<file path="config.mk">
export PLATFORM = sky130hd
export DESIGN_NAME = alu_op_sequencer
export DESIGN_NICKNAME = d
export VERILOG_FILES = /design/src/rtl/alu_pkg.sv /design/src/rtl/alu_op_sequencer.sv
export SDC_FILE = /design/constraint.sdc
export NUM_CORES = 1
export LEC_CHECK = 0
export CORE_ASPECT_RATIO = 2
export CORE_UTILIZATION = 42
export CTS_CLUSTER_SIZE = 16
export DETAILED_ROUTE_END_ITERATION = 8
export MAX_ROUTING_LAYER = met4
export PLACE_DENSITY = 0.91
export SYNTH_ARGS = -nofsm -noshare
export SYNTH_HDL_FRONTEND = slang
export SYNTH_SLANG_ARGS = --single-unit
</file>
<file path="constraint.sdc">
create_clock -name clk_i -period 2.1 [get_ports clk_i]
set_input_delay 0.21 -clock clk_i [delete_from_list [all_inputs] [get_ports clk_i]]
set_output_delay 0.21 -clock clk_i [all_outputs]
set_load 0.02 [all_outputs]
</file>
<file path="src/rtl/alu_pkg.sv">
// Shared ALU definitions: operation encoding used by the sequencer and the ALU instantiation site.
package alu_pkg;

    localparam int unsigned alu_op_width_lp = 2;

    typedef enum logic [alu_op_width_lp-1:0] {
        e_and  = 2'b00,
        e_xor  = 2'b01,
        e_nand = 2'b10,
        e_add  = 2'b11
    } e_alu_op;

endpackage

</file>
<file path="src/rtl/alu_op_sequencer.sv">
// Command front end for the 4-function ALU: registers one command, drives the ALU,
// captures its result into the output and accumulator registers, and counts consumed results.
module alu_op_sequencer
    import alu_pkg::*;
#(
    parameter int unsigned width_p       = 8,
    parameter int unsigned count_width_p = 16
) (
    input  logic                       clk_i,
    input  logic                       reset_i,

    input  logic                       v_i,
    output logic                       ready_o,
    input  logic [alu_op_width_lp-1:0] op_i,
    input  logic                       acc_i,
    input  logic [width_p-1:0]         a_i,
    input  logic [width_p-1:0]         b_i,

    output logic [alu_op_width_lp-1:0] alu_sel_o,
    output logic [width_p-1:0]         alu_a_o,
    output logic [width_p-1:0]         alu_b_o,
    input  logic [width_p-1:0]         alu_res_i,

    output logic                       v_o,
    output logic [width_p-1:0]         data_o,
    input  logic                       yumi_i,
    output logic [width_p-1:0]         acc_o,
    output logic [count_width_p-1:0]   count_o
);

    typedef enum logic [1:0] {
        e_idle,
        e_issue,
        e_result
    } state_e;

    typedef struct packed {
        e_alu_op            op;
        logic [width_p-1:0] a;
        logic [width_p-1:0] b;
    } alu_cmd_s;

    state_e   state;
    alu_cmd_s cmd;

    // ALU inputs come only from the command register, never straight from the command port.
    assign alu_sel_o = cmd.op;
    assign alu_a_o   = cmd.a;
    assign alu_b_o   = cmd.b;

    always_ff @(posedge clk_i) begin
        if (reset_i) begin
            state   <= e_idle;
            cmd     <= '0;
            ready_o <= 1'b1;
            v_o     <= 1'b0;
            data_o  <= '0;
            acc_o   <= '0;
            count_o <= '0;
        end else begin
            case (state)
                e_idle: begin
                    if (v_i) begin
                        cmd.op  <= e_alu_op'(op_i);
                        cmd.a   <= acc_i ? acc_o : a_i;
                        cmd.b   <= b_i;
                        ready_o <= 1'b0;
                        state   <= e_issue;
                    end
                end
                e_issue: begin
                    data_o <= alu_res_i;
                    acc_o  <= alu_res_i;
                    v_o    <= 1'b1;
                    state  <= e_result;
                end
                e_result: begin
                    if (yumi_i) begin
                        count_o <= count_o + count_width_p'(1);
                        v_o     <= 1'b0;
                        ready_o <= 1'b1;
                        state   <= e_idle;
                    end
                end
                default: begin
                    v_o     <= 1'b0;
                    ready_o <= 1'b1;
                    state   <= e_idle;
                end
            endcase
        end
    end

    // Consuming a result that is not being offered is a downstream protocol violation.
    assert property (@(posedge clk_i) disable iff (reset_i) yumi_i |-> v_o);

endmodule

</file>
* After elaboration in Yosys (flattened, before gate mapping)
Index checks and enable logic that the tools add are counted.
** Operators by class
- Bitwise gates (word level) :: 2
- Reduce and logical (&&, ||, !) cells :: 6
- Order comparisons :: 0
- Multiplexer cells :: 9
- Eq/ne operators :: 4
- Add/sub/neg operators :: 1
- Multiply operators :: 0
- Shift operators :: 0
- Divide/modulo/power cells :: 0
** Operator list (count)
- $add 16x1->16 const B :: 1
- $mux 8 :: 1
- $reduce_and 2->1 :: 4
- $pmux 1 s3 :: 2
- $pmux 2 s3 :: 1
- $mux 2 :: 2
- $ne 2x2->1 const B :: 2
- $mux 1 :: 3
- $reduce_and 3->1 :: 1
- $eq 2x1->1 const B :: 1
- $eq 2x2->1 const B :: 1
- $logic_not 2->1 :: 1
- $not 1->1 :: 2
** Word-level totals
- Input bits :: 31
- Memories :: 0
- Bits in latches :: 0
- ROM bits :: 0
- Memory bits (writable) :: 0
- Register bits after elaboration :: 46
- Logic and storage cells :: 30

* Logic depth before layout (Yosys ltp)
- Depth in word-level cells :: 3
- Gate-level depth with buffers :: 6
- Mapped depth without buffers :: 5

* Worst setup path after synthesis
No wires, ideal clock.
- Kind :: reg2reg
- Start :: reg count_o[2]
- End :: reg count_o[15]
- Data required time :: 2.030 ns
- Data arrival time :: 1.695 ns
- Period minus slack after synthesis :: 1.766 ns
- Slack :: 0.334 ns
- Cell stages (with the launch flop) :: 5
- Buffers on the path :: 0
- Path through :: dfxtp_1 -> nand4_1 -> or4_4 -> or4_1 -> a21oi_1
** Between the ends
- Cells in the longest elaborated chain, start to end :: 1
** RTL lines
- start: declaration :: RTL line alu_op_sequencer.sv:28 : output logic [count_width_p-1:0] count_o
- start signal: assignment :: RTL line alu_op_sequencer.sv:79 : count_o <= count_o + count_width_p'(1);
- $add 16x1->16 :: RTL line alu_op_sequencer.sv:79
No other way between the ends.
A chain may end at the register's enable or synchronous reset.

* Final worst setup path
Ends and elaborated chain as after synthesis.

==> results.py <==
metrics = {
    "status": {
        "status": "completed",
    },
    "layout": {
        "final_cells": 356,
        "synthToLayoutAreaGrowth_pct": 49.3,
        "nFillCells": 381,
        "finish.instance_area_sq_mm": 0.00286,
        "seqCellArea_sq_um": 921,
        "n_antenna_cell": 0,
        "final_nets": 333,
        "multi_input_area_sq_um": 868,
        "drive_above_1_share_pct": 6.62,
    },
    "setup_path": {
        "ff2ff_path_depth": 4,
        "worstReg2RegEnd": "count_o[15]$_SDFFE_PP0P_",
        "startpoint_type": "register",
        "end_kind": "register",
        "cpPeakStageDelay_ns": 0.54,
        "r2r-start": "count_o[2]$_SDFFE_PP0P_",
        "critPathSlowestCell": "or4_4",
        "reg2reg_setup_slack_ns": 0.32,
        "cp_data_required_time_ns": 2.32,
        "crit_start": "count_o[2]$_SDFFE_PP0P_",
        "path_max_fanout": 7,
        "cp_num_cells": 4,
        "cp.arrival_ns": 2.00,
        "cp_cell_sequence": "nand4_1 > or4_4 > or4_1 > a21oi_1",
        "worst-path-buf-inv": 0,
        "crit_type": "reg2reg",
        "cp-endpoint": "count_o[15]$_SDFFE_PP0P_",
        "critical-path-top-delay-family": "simple AND/OR/NAND/NOR gates",
    },
    "timing": {
        "fin_crit_ns": 1.78,
        "slew_viol_final": 0,
        "finalSetupViolCount": 0,
        "final.setup.tns_ns": 0,
        "timing.final.crit_share_pct": 84.9,
        "hold_viol": 0,
        "fmaxAchievable_mhz": 561,
        "finClkSkew_ns": 0.00501,
        "rsz0062_at_grt": "no",
        "slew_headroom_pct": 67.9,
        "hold_slack_ns": 0.455,
        "tightest_slew_ns": 0.480,
    },
    "global_route": {
        "grt_usage_pct": 20.7,
        "grt_max_degree": 27,
        "grt_pass1_wl_microns": 7660,
        "antenna_found_initial": 0,
        "grt_pass1_vias": 1729,
        "grt-ovfl-total": 0,
    },
    "routing": {
        "vias": 1822,
        "finalWirelength_microns": 4650,
        "via_per_inst": 5.12,
        "drc": 0,
        "wl_per_cell_microns": 13.1,
        "drtAntennaViolNets": 0,
        "first_pass_iters": 4,
        "first_iter_violations": 38,
    },
    "power": {
        "p_per_area_mw_per_mm2": 657,
        "internal_power_mw": 1.41,
        "p_leak_nw": 1.06,
        "power_switching_mw": 0.471,
        "swShare_pct": 25.0,
        "power_frac_comb_pct": 17.0,
        "pwr-share-seq_pct": 50.0,
        "clkPwrFrac_pct": 32.9,
        "ir_drop_uv": 589,
    },
    "clock_network": {
        "htree_levels": 2,
        "cts_root_buf": "clkbuf_8",
        "cts_hold_buffers": 0,
        "post_cts_resized": 0,
        "clk_pin_slew_ns": 0.08,
        "cts_tree": "built",
        "clockBufferDepth": 2,
        "clk_latency_ns": 0.29,
        "cts_buffers": 5,
        "postCtsSetupRepairBufs": 0,
        "clock_sinks": 46,
    },
    "yosys": {
        "synth_edf_count": 0,
        "synthesis.nets": 256,
        "synthFlopType": "dfxtp_1",
        "synth_most_common_cell": "dfxtp_1",
        "synth_common_cells": "dfxtp_1 (46), nand2_1 (41), a21oi_1 (26)",
        "synth_area_leaders": "dfxtp_1 (48%), nand2_1 (8.0%), a21oi_1 (6.8%)",
        "synthDistinctLibCells": 33,
        "yosysSeqAreaShare_pct": 48.0,
        "yosysWarnings": 0,
        "synth_cells": 224,
        "synth_seq_cells": 46,
        "synth_top_area_share_pct": 48.0,
        "synthArstFlopShare_pct": 0,
        "yosysTopAreaCell": "dfxtp_1",
        "avgSynthCellArea_sq_um": 8.56,
        "syn_area_sq_mm": 0.00192,
    },
    "floorplanning": {
        "die_area_sq_mm": 0.00485,
        "dieWidth_microns": 49.8,
        "coreArea_sq_mm": 0.00438,
        "initial_utilization_pct": 43.7,
        "rows": 34,
        "dieHeight_microns": 97.5,
        "io_pins": 83,
    },
    "min_path": {
        "hp-class": "reg2reg",
        "whs_path_depth": 2,
    },
    "place": {
        "place_congestion": 0.770,
        "port_buffers": 82,
        "place_area_sq_mm": 0.00275,
        "placedCellCount": 348,
        "place_hpwl_microns": 3480,
    },
    "run": {
        "drv_cap": 0,
    },
}
==> how the worst min path moves through the flow <==
stage,startpoint,end
3_3_place_gp,alu_b_o[4]$_SDFFE_PP0P_,alu_b_o[4]$_SDFFE_PP0P_
3_5_place_dp,alu_b_o[1]$_SDFFE_PP0P_,alu_b_o[1]$_SDFFE_PP0P_
6_report,alu_b_o[6]$_SDFFE_PP0P_,alu_b_o[6]$_SDFFE_PP0P_
2_1_floorplan,b_i[7],alu_b_o[7]$_SDFFE_PP0P_
5_1_grt,b_i[0],alu_b_o[0]$_SDFFE_PP0P_
4_1_cts,b_i[6],alu_b_o[6]$_SDFFE_PP0P_
==> cell families (layout without fill, tap and decap cells) <==
family	count (synthesis)	after routing	share of synthesized area (%)
xor+xnor	9	9	4.11
flops	46	46	48.0
buf+inv	24	102	6.66
mux	9	9	4.70
simple gates	94	94	23.7
fa+ha+maj	1	1	0.653
compound gates	41	41	12.1
==> worst register-to-register path, cell delays in order (launching register included) <==
cell     delay (ns)
dfxtp_1        0.45
nand4_1        0.16
or4_4          0.54
or4_1          0.41
a21oi_1        0.15
==> power groups by stage <==
stage	clock (mW)	combinational [mW]	sequential, mW
after detailed placement	0	0.322	0.962
after CTS	0.634	0.324	0.942
after global placement	0	0.318	0.961
after floorplan	0	0.121	1.00
final	0.620	0.321	0.942
after global routing	0.670	0.346	0.948
==> registers in the layout (all words and copies together) (netlist names) <==
| register | cells |
|---|---|
| acc_o | 8 |
| alu_sel_o | 2 |
| ready_o | 1 |
| count_o | 16 |
| alu_a_o | 8 |
| state | 2 |
| v_o | 1 |
| alu_b_o | 8 |
==> layout make-up <==
cell class | instances | share of cell area, %
Timing Repair Buffer | 90 | 30.8
Inverter | 4 | 0.524
Sequential cell | 46 | 32.2
Clock buffer | 8 | 3.85
Multi-Input combinational cell | 154 | 30.3
Tap cell | 54 | 2.36
==> routing by layer <==
layer | wire [microns] | track usage [%] | vias to the layer above | share of wire [%]
li1 | - | - | 904 | -
met4 | 85 | 7.25 | 0 | 1.8
met3 | 203 | 3.76 | 8 | 4.4
met2 | 2590 | 37.1 | 65 | 56
met1 | 1760 | 22.0 | 845 | 38
met5 | 0 | - | - | 0
==> cell usage in the layout, fill, tap and decap left out, types with 2 or more instances in the layout <==
cell type and instances:
a211oi_1 8, a21oi_1 26, and4_1 2, buf_4 8
clkbuf_8 8, clkdlybuf4s50_1 82, dfxtp_1 46, inv_1 4
mux2i_1 9, nand2_1 41, nand2b_1 2, nand3_1 4
nand4_1 4, nor2_1 24, nor3_1 3, o21ai_0 4
or3_1 5, xnor2_1 5, xor2_1 4
==> stage by stage <==
stage	total power, mW	setup WS [ns]	utilization, %
final	1.88	0.318	65.3
after floorplan	1.12	0.334	-
after detailed placement	1.28	0.0695	62.8
after global placement	1.28	0.0974	62.8
after global routing	1.96	0.226	65.3
after CTS	1.90	0.315	65.3
Power figures use the tool's default switching activity.
